==> config.mk <==
export PLATFORM = sky130hd
export DESIGN_NAME = addsub_acc_pipe
export DESIGN_NICKNAME = d
export VERILOG_FILES = /design/src/rtl/addsub_acc_pipe.sv
export SDC_FILE = /design/constraint.sdc
export NUM_CORES = 1
export LEC_CHECK = 0
export ABC_AREA = 1
export CORE_UTILIZATION = 40
export DETAILED_ROUTE_END_ITERATION = 8
export GPL_TIMING_DRIVEN = 0
export PLACE_DENSITY_LB_ADDON = 0.3
export SLEW_MARGIN = 20
export SYNTH_ARGS = -nofsm -noshare
export SYNTH_HDL_FRONTEND = slang
export SYNTH_SLANG_ARGS = --single-unit
export TNS_END_PERCENT = 50
==> constraint.sdc <==
create_clock -name clk -period 3.3 [get_ports clk]
set_clock_uncertainty 0.15 [all_clocks]
set_input_delay 0.495 -clock clk [delete_from_list [all_inputs] [get_ports clk]]
set_output_delay 0.495 -clock clk [all_outputs]
set_load 0.02 [all_outputs]
==> src/rtl/addsub_acc_pipe.sv <==
// Pipelined two's-complement add/subtract unit with valid/ready handshake,
// carry/overflow/zero flags and an internal accumulator. Operands are
// combined in stage 0 at the accepting edge; the result word plus its flags
// then ride through STAGES registers alongside a valid bit. All stages move
// together when the output slot is empty or being drained.
module addsub_acc_pipe #(
    parameter int WIDTH  = 36,
    parameter int STAGES = 2
) (
    input  logic             clk,
    input  logic             reset_n,
    input  logic             in_valid,
    output logic             in_ready,
    input  logic [WIDTH-1:0] i1,
    input  logic [WIDTH-1:0] i2,
    input  logic [1:0]       op,
    input  logic             acc_clr,
    output logic             out_valid,
    input  logic             out_ready,
    output logic [WIDTH-1:0] o1,
    output logic             carry,
    output logic             ovf,
    output logic             zero,
    output logic [WIDTH-1:0] acc
);

    // One pipeline slot: {zero, ovf, carry, result}
    localparam int PW = WIDTH + 3;

    // WIDTH+1 bit add or subtract; the top bit is the carry-out (no-borrow on subtract).
    function automatic logic [WIDTH:0] addsub_f(
        input logic [WIDTH-1:0] x,
        input logic [WIDTH-1:0] y,
        input logic             sub
    );
        logic [WIDTH-1:0] y_eff;
        y_eff = sub ? ~y : y;
        return {1'b0, x} + {1'b0, y_eff} + {{WIDTH{1'b0}}, sub};
    endfunction

    logic             w_advance;
    logic             w_accept;
    logic             w_sub;
    logic [WIDTH-1:0] w_acc_eff;
    logic [WIDTH-1:0] w_x;
    logic [WIDTH-1:0] w_y;
    logic [WIDTH:0]   w_sum;
    logic [WIDTH-1:0] w_res;
    logic             w_carry;
    logic             w_ovf;
    logic             w_zero;
    logic [PW-1:0]    w_slot;

    logic [STAGES-1:0] r_vld;
    logic [PW-1:0]     r_slot [STAGES];
    logic [WIDTH-1:0]  r_acc;

    // The whole pipe moves only when the output slot is free or being consumed.
    assign w_advance = !r_vld[STAGES-1] || out_ready;
    assign w_accept  = in_valid && w_advance;

    // Operand selection: plain A op B, or accumulator op A (cleared accumulator reads as 0).
    always_comb begin
        w_acc_eff = acc_clr ? {WIDTH{1'b0}} : r_acc;
        w_sub     = op[0];
        if (op[1]) begin
            w_x = w_acc_eff;
            w_y = i1;
        end else begin
            w_x = i1;
            w_y = i2;
        end
    end

    // Stage-0 arithmetic and flag generation.
    always_comb begin
        w_sum   = addsub_f(w_x, w_y, w_sub);
        w_res   = w_sum[WIDTH-1:0];
        w_carry = w_sum[WIDTH];
        // Overflow: effective operands share a sign and the result's sign differs.
        w_ovf   = (w_x[WIDTH-1] == (w_y[WIDTH-1] ^ w_sub)) && (w_res[WIDTH-1] != w_x[WIDTH-1]);
        w_zero  = (w_res == {WIDTH{1'b0}});
        w_slot  = {w_zero, w_ovf, w_carry, w_res};
    end

    // Result pipeline: shift every slot together on advance, hold otherwise.
    always_ff @(posedge clk or negedge reset_n) begin
        if (!reset_n) begin
            r_vld <= {STAGES{1'b0}};
            for (int i = 0; i < STAGES; i++) begin
                r_slot[i] <= {PW{1'b0}};
            end
        end else if (w_advance) begin
            r_vld[0]  <= in_valid;
            r_slot[0] <= w_slot;
            for (int i = 1; i < STAGES; i++) begin
                r_vld[i]  <= r_vld[i-1];
                r_slot[i] <= r_slot[i-1];
            end
        end
    end

    // Accumulator: an accepted accumulate op writes its own result at the
    // accepting edge so back-to-back accumulates chain; a clear alone zeroes it.
    always_ff @(posedge clk or negedge reset_n) begin
        if (!reset_n) begin
            r_acc <= {WIDTH{1'b0}};
        end else if (w_accept && op[1]) begin
            r_acc <= w_res;
        end else if (acc_clr) begin
            r_acc <= {WIDTH{1'b0}};
        end
    end

    assign in_ready  = w_advance;
    assign out_valid = r_vld[STAGES-1];
    assign o1        = r_slot[STAGES-1][WIDTH-1:0];
    assign carry     = r_slot[STAGES-1][WIDTH];
    assign ovf       = r_slot[STAGES-1][WIDTH+1];
    assign zero      = r_slot[STAGES-1][WIDTH+2];
    assign acc       = r_acc;

endmodule

==> impl_metrics.py, run 1 <==
metrics = {
    "clock_network": {
        "clk_pin_slew_ns": 0.05,
        "cts_tree": "done",
        "cts_buffers": 17,
        "cts_root_buffer": "clkbuf_16",
        "htreeDepth": 4,
        "clk_latency_ns": 0.42,
        "cts_sinks": 116,
        "clockBufferDepth": 2,
    },
    "floorplan": {
        "io_pins": 156,
        "rows": 53,
        "fp.dieH_um": 150.4,
        "core_um2": 21290,
        "die_x_um": 150.4,
        "start_util_pct": 41.36,
        "floorplan.die_area_um2": 22610,
    },
    "synthesis": {
        "synth_area_um2": 8803,
        "async_flop_share_pct": 100.0,
        "yosysSeqAreaShare_pct": 32.97,
        "synth_edf_count": 0,
        "synthFlopType": "dfrtp_1",
        "postSynthCellCount": 1366,
        "syn_avg_cell_area_um2": 6.445,
        "synth.distinct_cells": 40,
        "yosysWarnings": 0,
        "syn_nets": 1481,
        "synth-seq-cells": 116,
    },
    "job": {
        "drv_cap": 0,
    },
    "global_route": {
        "antenna_found_initial": 1,
        "grt_max_degree": 78,
        "grt_pass1_vias": 8800,
        "grt_usage_pct": 27.21,
        "grt_pass1_wl_um": 46220,
        "overflow": 0,
    },
    "worst_setup_path": {
        "cp-end-kind": "flip-flop",
        "regToRegSetupSlack_ns": 0.29,
        "cp.arrival_ns": 3.33,
        "crit_fanout": 16,
        "cp.required_ns": 3.45,
        "worstSetupPathType": "primary input to flip-flop",
        "startpoint_type": "primary input",
    },
    "drt": {
        "firstDrtPassIters": 5,
        "drt-initial-drc-count": 602,
        "wirelength_um": 30270,
        "m1WireLength_um": 13490,
        "vias": 9158,
        "postRouteAntennaNets": 0,
        "remaining_drc_errors": 0,
        "wl_met3_um": 1823,
        "via_per_inst": 4.953,
        "post_drt_wl_per_cell_um": 16.37,
        "dr_wl_met2_um": 13900,
        "routed.top_layer": "met4",
    },
    "timing": {
        "final.min_clock_period_ns": 3.183,
        "rsz0062_at_grt": "false",
        "setup_viol": 0,
        "finalMaxSlewViolations": 0,
        "period_share_pct": 96.46,
        "finalHoldViolCount": 0,
        "fmax_mhz": 314.2,
        "whs_ns": 0.3099,
        "tightest_slew_ns": 0.6968,
        "maxSlewHeadroom_pct": 53.37,
        "setup_ws_ns": 0.1170,
        "tns_ns": 0,
    },
    "cells_and_area": {
        "areaGrowthSynthToFinish_pct": 38.08,
        "diodes": 0,
        "final_common_cell": "nand2_1",
        "finalNetCount": 1676,
        "fin_util_pct": 57.10,
        "drive_gt1_share_pct": 15.57,
        "final_cell_mix": "551 x nand2_1, 151 x clkdlybuf4s50_1, 150 x inv_1",
    },
    "power_and_ir_drop": {
        "p_leak_nw": 6.148,
        "finalPower_mw": 7.207,
        "power_density_nw_per_um2": 592.9,
        "vdd_drop_max_uv": 425.3,
    },
    "outcome": {
        "status": "finished clean",
    },
    "placed_design": {
        "place.gp.congestion": 0.9266,
        "hpwl_um": 24110,
        "io_buffers": 154,
        "preCtsSetupSlack_ns": -1.373,
    },
    "min_path": {
        "hp-class": "flip-flop to flip-flop",
    },
}
-- worst paths after layout --
kind | start | end | cells after the start
setup reg to reg | acc[2]$_DFF_PN0_ | r_slot[77]$_DFFE_PN0N_ | 17
max in group asynchronous | reset_n | r_slot[76]$_DFFE_PN0N_ | 3
hold reg to reg | r_vld[0]$_DFFE_PN0N_ | r_vld[1]$_DFFE_PN0N_ | 2
hold / removal | r_vld[0]$_DFFE_PN0N_ | r_vld[1]$_DFFE_PN0N_ | 2
min in group asynchronous | reset_n | o1[30]$_DFFE_PN0N_ | 2
setup / recovery | acc_clr | r_slot[77]$_DFFE_PN0N_ | 18
-- layout make-up --
cell class | instances | area (um^2)
plain buffers | 82 | 586.8
clock buffers | 18 | 439.2
clock inverters | 14 | 177.7
fillers | 2057 | 9131
inverters | 155 | 589.3
multi-input cells | 1012 | 5361
flip-flops and latches | 116 | 2903
well taps | 275 | 344.1
repair buffers | 176 | 1749
repair inverters | 1 | 5.005
-- registers in the layout (all words and copies together) (netlist names) --
register	cells
zero	1
o1	36
r_slot	39
carry	1
ovf	1
r_vld	2
acc	36
-- cells in the mapped netlist, types with 2 or more instances --
library cell	instances	area share, %
nand2_4	3	0.38
nand3b_1	7	0.60
ha_1	35	5.0
inv_1	150	6.4
buf_1	4	0.17
nand2_1	575	25
nand3_1	49	2.8
buf_6	2	0.26
xnor2_1	4	0.40
or2_1	2	0.14
o21bai_1	6	0.51
nor2_1	98	4.2
nor3_1	10	0.57
nand4_1	6	0.43
buf_4	36	3.1
nand3_2	2	0.23
a21oi_2	5	0.50
o21a_1	5	0.43
o21ai_0	92	5.2
a21oi_1	27	1.5
clkbuf_1	40	1.7
dfrtp_1	116	33
a21o_1	3	0.26
inv_2	4	0.17
xor2_1	41	4.1
nand2_2	19	1.4
a31oi_1	12	0.85
-- report_power, final --
part | leakage [nW] | switching, mW | total [mW] | internal [mW]
Combinational | 4.40 | 1.86 | 3.25 | 1.39
Clock | 0.301 | 0.691 | 1.91 | 1.21
Sequential | 1.45 | 0.238 | 2.05 | 1.81
Total | 6.15 | 2.79 | 7.21 | 4.42
-- critical path: stages --
cell	delay [ns]
buf_6	0.16
clkbuf_2	0.33
nor2_1	0.11
nand2_1	0.13
o21ai_0	0.17
ha_4	0.35
nand2_2	0.10
nor2_1	0.15
nand2_1	0.07
nand3_1	0.17
xor2_1	0.49
nor2_1	0.12
nand2_1	0.08
nor2_1	0.04
nand3_1	0.15
nor3_2	0.06
nand3_1	0.09
nand2_1	0.06
-- routing by layer --
| metal | vias up | global-route usage, % |
|---|---|---|
| li1 | 4576 | - |
| met1 | 4207 | 36.96 |
| met2 | 311 | 43.59 |
| met3 | 64 | 4.061 |
| met4 | 0 | 10.30 |
| met5 | - | 0 |
-- cells by family after synthesis --
family	synth area share (%)
flops	32.97
xor+xnor	4.662
fa+ha+maj	5.202
compound gates	9.537
buf+inv	11.90
simple gates	35.73
-- timing repair --
action,CTS,global route
pin swaps,7,35
endpoints found under the hold margin,39,0
hold buffers,1,0
cloned,0,2
endpoints found under the setup margin,65,9
gates resized for setup,82,115
buffers inserted,10,9
-- through the flow --
| stage | instance area (um^2) | std cells |
|---|---|---|
| after detailed placement | 10720 | 1796 |
| after global placement | 10690 | 1795 |
| after CTS | 11640 | 1838 |
| after floorplan | 8803 | 1366 |
| after global routing | 12160 | 1849 |
| final | 12160 | 1849 |
Note: power is estimated with default switching activity, not from simulation.
==> run 2: changes to the inputs <==
- HOLD_SLACK_MARGIN: not set -> 0.06
- MAX_ROUTING_LAYER: not set -> met4
==> run 2 against run 1 <==
Clock-buffer cell count grew 2. Critical path depth grew 4. Worst setup slack improved by 0.022 ns. Core utilization shrank 0.90 points. Sequential power is essentially flat. First-iteration DRC count is 2.7% lower. Design area shrank 1.6%. Flip-flop and latch count unchanged. Die area is the same. Fmax increased by 0.71%. Critical path type unchanged. Largest cell class unchanged. Largest power group unchanged.
==> impl_metrics.py, run 2 (same netlist as run 1, synthesis figures left out) <==
metrics = {
    "outcome": {
        "status": "finished clean",
    },
    "cells_and_area": {
        "finalNetCount": 1678,
        "finalInstanceArea_um2": 11960,
        "drive_gt1_share_pct": 14.72,
        "largest_register_ffs": 39,
        "top_register": "r_slot",
        "final_common_cell": "nand2_1",
        "areaGrowthSynthToFinish_pct": 35.90,
        "diodes": 0,
        "final_cell_mix": "558 x nand2_1, 151 x clkdlybuf4s50_1, 150 x inv_1",
        "fillerInstances": 2106,
    },
    "timing": {
        "whs_ns": 0.2997,
        "period_share_pct": 95.78,
        "tns_ns": 0,
        "tightest_slew_ns": 0.7570,
        "finalMaxSlewViolations": 0,
        "fmax_mhz": 316.4,
        "final.min_clock_period_ns": 3.161,
        "maxSlewHeadroom_pct": 49.35,
        "setup_viol": 0,
        "finalHoldViolCount": 0,
    },
    "worst_setup_path": {
        "path_cells": "clkbuf_2 -> clkinv_4 -> clkbuf_8 -> nand2_1 -> o21ai_2 -> xor2_1 -> buf_4 -> fa_2 -> nand2_1 -> nand3_1 -> nand2_1 -> inv_1 -> nand4_1 -> buf_4 -> nand4_1 -> nand2_2 -> nand2_1 -> nor2_1 -> nand2_1 -> nor3_2 -> nand3_1 -> nand2_1",
        "critPathBufInv": 6,
        "worstSetupPathType": "primary input to flip-flop",
        "cp_common_cell": "nand2_1",
        "cp_slowest_cell": "fa_2",
        "crit_family": "simple AND/OR/NAND/NOR gates",
        "startpoint_type": "primary input",
        "max_stage_delay_ns": 0.42,
        "crit_fanout": 10,
        "cp-end-kind": "flip-flop",
        "cp.required_ns": 3.50,
        "cp.arrival_ns": 3.36,
    },
    "placed_design": {
        "place.gp.congestion": 0.9493,
        "hpwl_um": 24370,
        "dpl-instance-area_um2": 10720,
        "io_buffers": 154,
    },
    "clock_network": {
        "cts_root_buffer": "clkbuf_16",
        "htreeDepth": 4,
        "clk_latency_ns": 0.42,
        "cts_tree": "done",
        "clk_pin_slew_ns": 0.05,
        "cts_buffers": 17,
        "cts_sinks": 116,
        "clockBufferDepth": 2,
    },
    "floorplan": {
        "core_um2": 21290,
        "start_util_pct": 41.36,
        "io_pins": 156,
        "die_x_um": 150.4,
        "rows": 53,
        "floorplan.die_area_um2": 22610,
        "fp.dieH_um": 150.4,
    },
    "drt": {
        "drt-initial-drc-count": 586,
        "wirelength_um": 30580,
        "post_drt_wl_per_cell_um": 16.52,
        "via_per_inst": 5.031,
        "postRouteAntennaNets": 0,
        "remaining_drc_errors": 0,
        "vias": 9312,
        "firstDrtPassIters": 6,
    },
    "global_route": {
        "grt_pass1_wl_um": 47170,
        "antenna_found_initial": 0,
        "grt_usage_pct": 28.50,
        "grt_max_degree": 68,
        "grt_pass1_vias": 8758,
        "overflow": 0,
    },
    "power_and_ir_drop": {
        "comb_power_share_pct": 44.5,
        "intPower_mw": 4.386,
        "p_seq_share_pct": 28.7,
        "p_clk_share_pct": 26.8,
        "vdd_drop_max_uv": 400.4,
        "finalPower_mw": 7.144,
        "p_sw_mw": 2.758,
        "power_density_nw_per_um2": 597.1,
        "p_leak_nw": 6.109,
        "netSwitchingFraction_pct": 38.61,
    },
    "min_path": {
        "hp-class": "flip-flop to flip-flop",
    },
    "job": {
        "drv_cap": 0,
    },
}
## run 2: cell count changes in the layout (fill, tap and decap cells not counted), sizes merged
cell	delta
buf	+3
clkbuf	+2
clkinv	-6
clkinvlp	+3
## run 2: path summary, 6_finish.rpt
path,endpoint,start,cells after the start,slack [ns]
worst min register to register,r_vld[1]$_DFFE_PN0N_,r_vld[0]$_DFFE_PN0N_,2,0.30
worst min-delay path,r_vld[1]$_DFFE_PN0N_,r_vld[0]$_DFFE_PN0N_,2,0.30
worst max-delay path,r_slot[77]$_DFFE_PN0N_,op[1],22,0.14
min in group asynchronous,o1[25]$_DFFE_PN0N_,reset_n,2,0.45
max in group asynchronous,acc[9]$_DFF_PN0_,reset_n,3,1.85
worst max register to register,r_slot[77]$_DFFE_PN0N_,acc[10]$_DFF_PN0_,20,0.25
## run 2: cell type report
| type | count | area [um^2] | share of cell area [%] |
|---|---|---|---|
| multi-input combinational | 1012 | 5187 | 43.36 |
| sequential | 116 | 2903 | 24.26 |
| timing repair buffer | 178 | 1740 | 14.55 |
| buffer | 83 | 590.6 | 4.936 |
| inverter | 155 | 589.3 | 4.926 |
| clock buffer | 20 | 456.7 | 3.817 |
| tap | 275 | 344.1 | 2.876 |
| clock inverter | 12 | 152.6 | 1.276 |
## run 2: timing repair
item                                    in CTS  in global routing
endpoints found under the hold margin       49                  0
hold buffers                                 1                  0
pin swaps                                   11                 12
resized for setup                           86                 77
setup buffers                               10                 12
endpoints found under the setup margin      65                 12
## run 2: metrics by stage
step	utilization [%]	cells	setup WS, ns
5_1_grt	56.20	1851	-0.01061
3_3_place_gp	50.21	1795	-2.938
3_5_place_dp	50.35	1796	-1.403
2_1_floorplan	-	1366	0.02510
6_report	56.20	1851	0.1394
4_1_cts	54.73	1839	0.0009583
## run 2: power by group through the flow
stage	Sequential (mW)	Clock, mW	Combinational, mW
floorplan	2.09	0	1.75
global placement	2.06	0	2.90
detailed placement	2.06	0	2.93
CTS	2.05	1.92	3.06
global route	2.09	1.98	3.48
finish	2.05	1.92	3.18
## run 2: layer usage
metal	routed length, um	part of all wire, %	vias to the layer above	global-route usage (%)
met5	0	0	-	-
met4	736	2.4	0	8.586
met3	1724	5.6	47	3.333
met2	14060	46	314	44.59
met1	14060	46	4352	38.60
li1	-	-	4599	-
## run 2: worst register-to-register path, stage by stage (launching register included)
cell     delay [ns]
dfrtp_1        0.38
inv_1          0.05
nor2_1         0.29
nand2_1        0.10
o21ai_0        0.12
ha_2           0.37
nand2_1        0.09
nand2_1        0.08
nand2_1        0.09
nand3_1        0.11
nand2_1        0.09
nand2_1        0.06
a21oi_1        0.19
nand2_1        0.14
a21oi_2        0.18
inv_1          0.05
nand2_1        0.10
nand3_1        0.08
nor2_1         0.10
nand3_1        0.09
nand2_1        0.06
==> run 3: changes to the inputs <==
- CORE_ASPECT_RATIO: not set -> 1.4
==> run 3 against run 2 <==
Largest cell class unchanged. Cell count increased by 0.59%. Clock-buffer cell count increased by 9. Critical path type unchanged. Non-clock buffer count decreased by 6. Critical endpoint unchanged.
==> impl_metrics.py, run 3 (same netlist as run 1, synthesis figures left out) <==
metrics = {
    "placed_design": {
        "post-place-cells": 1813,
        "place.gp.congestion": 0.9787,
        "io_buffers": 154,
        "hpwl_um": 24480,
        "dpl-instance-area_um2": 10740,
        "preCtsSetupSlack_ns": -1.514,
    },
    "global_route": {
        "overflow": 0,
        "grt_usage_pct": 28.12,
        "top_usage_layer": "met2",
        "grt_use_met1_pct": 32.28,
        "met3_usage_pct": 2.201,
        "use_met2_pct": 49.00,
        "grt_pass1_vias": 8843,
        "antenna_found_initial": 0,
        "grt_pass1_wl_um": 46650,
        "grt_max_degree": 83,
    },
    "worst_setup_path": {
        "worstSetupPathType": "primary input to flip-flop",
        "crit_family": "simple AND/OR/NAND/NOR gates",
        "path_cells": "dlygate4sd2_1 -> buf_6 -> buf_12 -> xor2_1 -> ha_1 -> or2_1 -> nand3_1 -> nand2_2 -> a21oi_4 -> inv_2 -> nand2_1 -> nand2_1 -> nand2_2 -> nand2_2 -> nor2_1 -> nand2_1 -> nor3_2 -> nand3_1 -> nand2_1",
        "regToRegSetupSlack_ns": 0.26,
        "max_stage_delay_ns": 0.33,
        "cp_slowest_cell": "ha_1",
        "cp-end-kind": "flip-flop",
        "cp_common_cell": "nand2_1",
        "crit_fanout": 10,
        "cp.required_ns": 3.53,
        "cp.arrival_ns": 3.41,
        "critPathBufInv": 4,
        "startpoint_type": "primary input",
    },
    "cells_and_area": {
        "multi_input_area_um2": 5181,
        "final_common_cell": "nand2_1",
        "seqCellArea_um2": 2903,
        "largest_register_ffs": 39,
        "finalInstanceArea_um2": 12040,
        "final_cells": 1862,
        "drive_gt1_share_pct": 13.69,
        "top_register": "r_slot",
        "diodes": 0,
        "finalNetCount": 1680,
        "final_cell_mix": "557 x nand2_1, 151 x clkdlybuf4s50_1, 150 x inv_1",
        "areaGrowthSynthToFinish_pct": 36.80,
        "fillerInstances": 2040,
    },
    "drt": {
        "postRouteAntennaNets": 0,
        "vias": 9312,
        "drt-initial-drc-count": 645,
        "firstDrtPassIters": 6,
        "post_drt_wl_per_cell_um": 16.62,
        "via_per_inst": 5.001,
        "remaining_drc_errors": 0,
        "wirelength_um": 30940,
    },
    "timing": {
        "setup_viol": 0,
        "fmax_mhz": 314.2,
        "final.min_clock_period_ns": 3.182,
        "maxSlewHeadroom_pct": 59.02,
        "tightest_slew_ns": 0.6147,
        "setup_ws_ns": 0.1177,
        "whs_ns": 0.2668,
        "finalHoldViolCount": 0,
        "period_share_pct": 96.43,
        "finalMaxSlewViolations": 0,
    },
    "power_and_ir_drop": {
        "vdd_drop_max_uv": 293.8,
        "power_density_nw_per_um2": 602.8,
        "p_leak_nw": 6.125,
        "finalPower_mw": 7.259,
    },
    "clock_network": {
        "cts_buffers": 25,
        "cts_root_buffer": "clkbuf_16",
        "htreeDepth": 4,
        "cts_sinks": 116,
        "clk_latency_ns": 0.46,
        "cts_tree": "done",
        "clk_pin_slew_ns": 0.05,
        "clockBufferDepth": 3,
    },
    "floorplan": {
        "rows": 63,
        "fp.dieH_um": 177.5,
        "io_pins": 156,
        "core_um2": 21360,
        "die_x_um": 127.4,
        "floorplan.die_area_um2": 22610,
        "start_util_pct": 41.21,
    },
    "outcome": {
        "status": "finished clean",
    },
    "min_path": {
        "hp-class": "primary input to flip-flop",
    },
    "job": {
        "drv_cap": 0,
    },
}
==> run 3: changes by cell type in the layout (fill, tap and decap cells not counted), sizes merged <==
| cell | before | now |
|---|---|---|
| clkbuf | 59 | 67 |
| buf | 69 | 64 |
| clkinvlp | 4 | 0 |
| bufinv | 3 | 0 |
| inv | 156 | 154 |
| dlygate4sd2 | 0 | 1 |
| dlymetal6s2s | 1 | 0 |
==> run 3: stage by stage <==
stage               TNS (ns)  util [%]
floorplan                  0         -
global placement     -386.34     50.14
detailed placement    -60.14     50.27
CTS                        0     54.89
global route        -0.05113     56.38
finish                     0     56.38
==> run 3: final cells by class <==
| class | count | area share [%] |
|---|---|---|
| Clock inverter | 3 | 0.1247 |
| Clock buffer | 29 | 5.569 |
| Multi-Input combinational cell | 1012 | 43.02 |
| Inverter | 155 | 4.894 |
| Buffer | 83 | 4.956 |
| Timing Repair Buffer | 172 | 14.30 |
| Tap cell | 292 | 3.034 |
| Sequential cell | 116 | 24.10 |
==> run 3: path summary, 6_finish.rpt <==
check | endpoint | cells after the start | from
max | r_slot[77]$_DFFE_PN0N_ | 19 | op[0]
min | acc[13]$_DFF_PN0_ | 4 | acc_clr
max reg2reg | r_slot[77]$_DFFE_PN0N_ | 19 | acc[13]$_DFF_PN0_
min reg2reg | o1[22]$_DFFE_PN0N_ | 2 | r_slot[61]$_DFFE_PN0N_
max in group asynchronous | r_slot[71]$_DFFE_PN0N_ | 3 | reset_n
min in group asynchronous | acc[5]$_DFF_PN0_ | 2 | reset_n
==> run 3: routing by layer <==
layer | vias to the layer above | part of all wire [%]
met5 | - | 0
met4 | 0 | 4.6
met3 | 77 | 4.3
met2 | 318 | 51
met1 | 4329 | 40
li1 | 4588 | -
==> run 3: power by group <==
part / total [mW] / internal, mW / switching [mW] / leakage (nW)
combinational: 3.14 / 1.32 / 1.82 / 4.34
clock: 2.06 / 1.41 / 0.658 / 0.343
sequential: 2.05 / 1.81 / 0.240 / 1.45
==> run 3: what timing repair did <==
item / in CTS / in global routing
pin swaps: 12 / 13
setup buffers: 6 / 9
endpoints found under the setup margin: 67 / 6
hold buffers: 1 / 0
resized for setup: 93 / 75
gates cloned: 0 / 1
endpoints found under the hold margin: 34 / 0
==> run 3: tightest hold or removal path, delay by kind of cell <==
family                 cells  cell delay [ns]
and+or+nand+nor            2             0.12
buffers and inverters      1             0.12
AOI/OAI and AO/OA          1             0.08
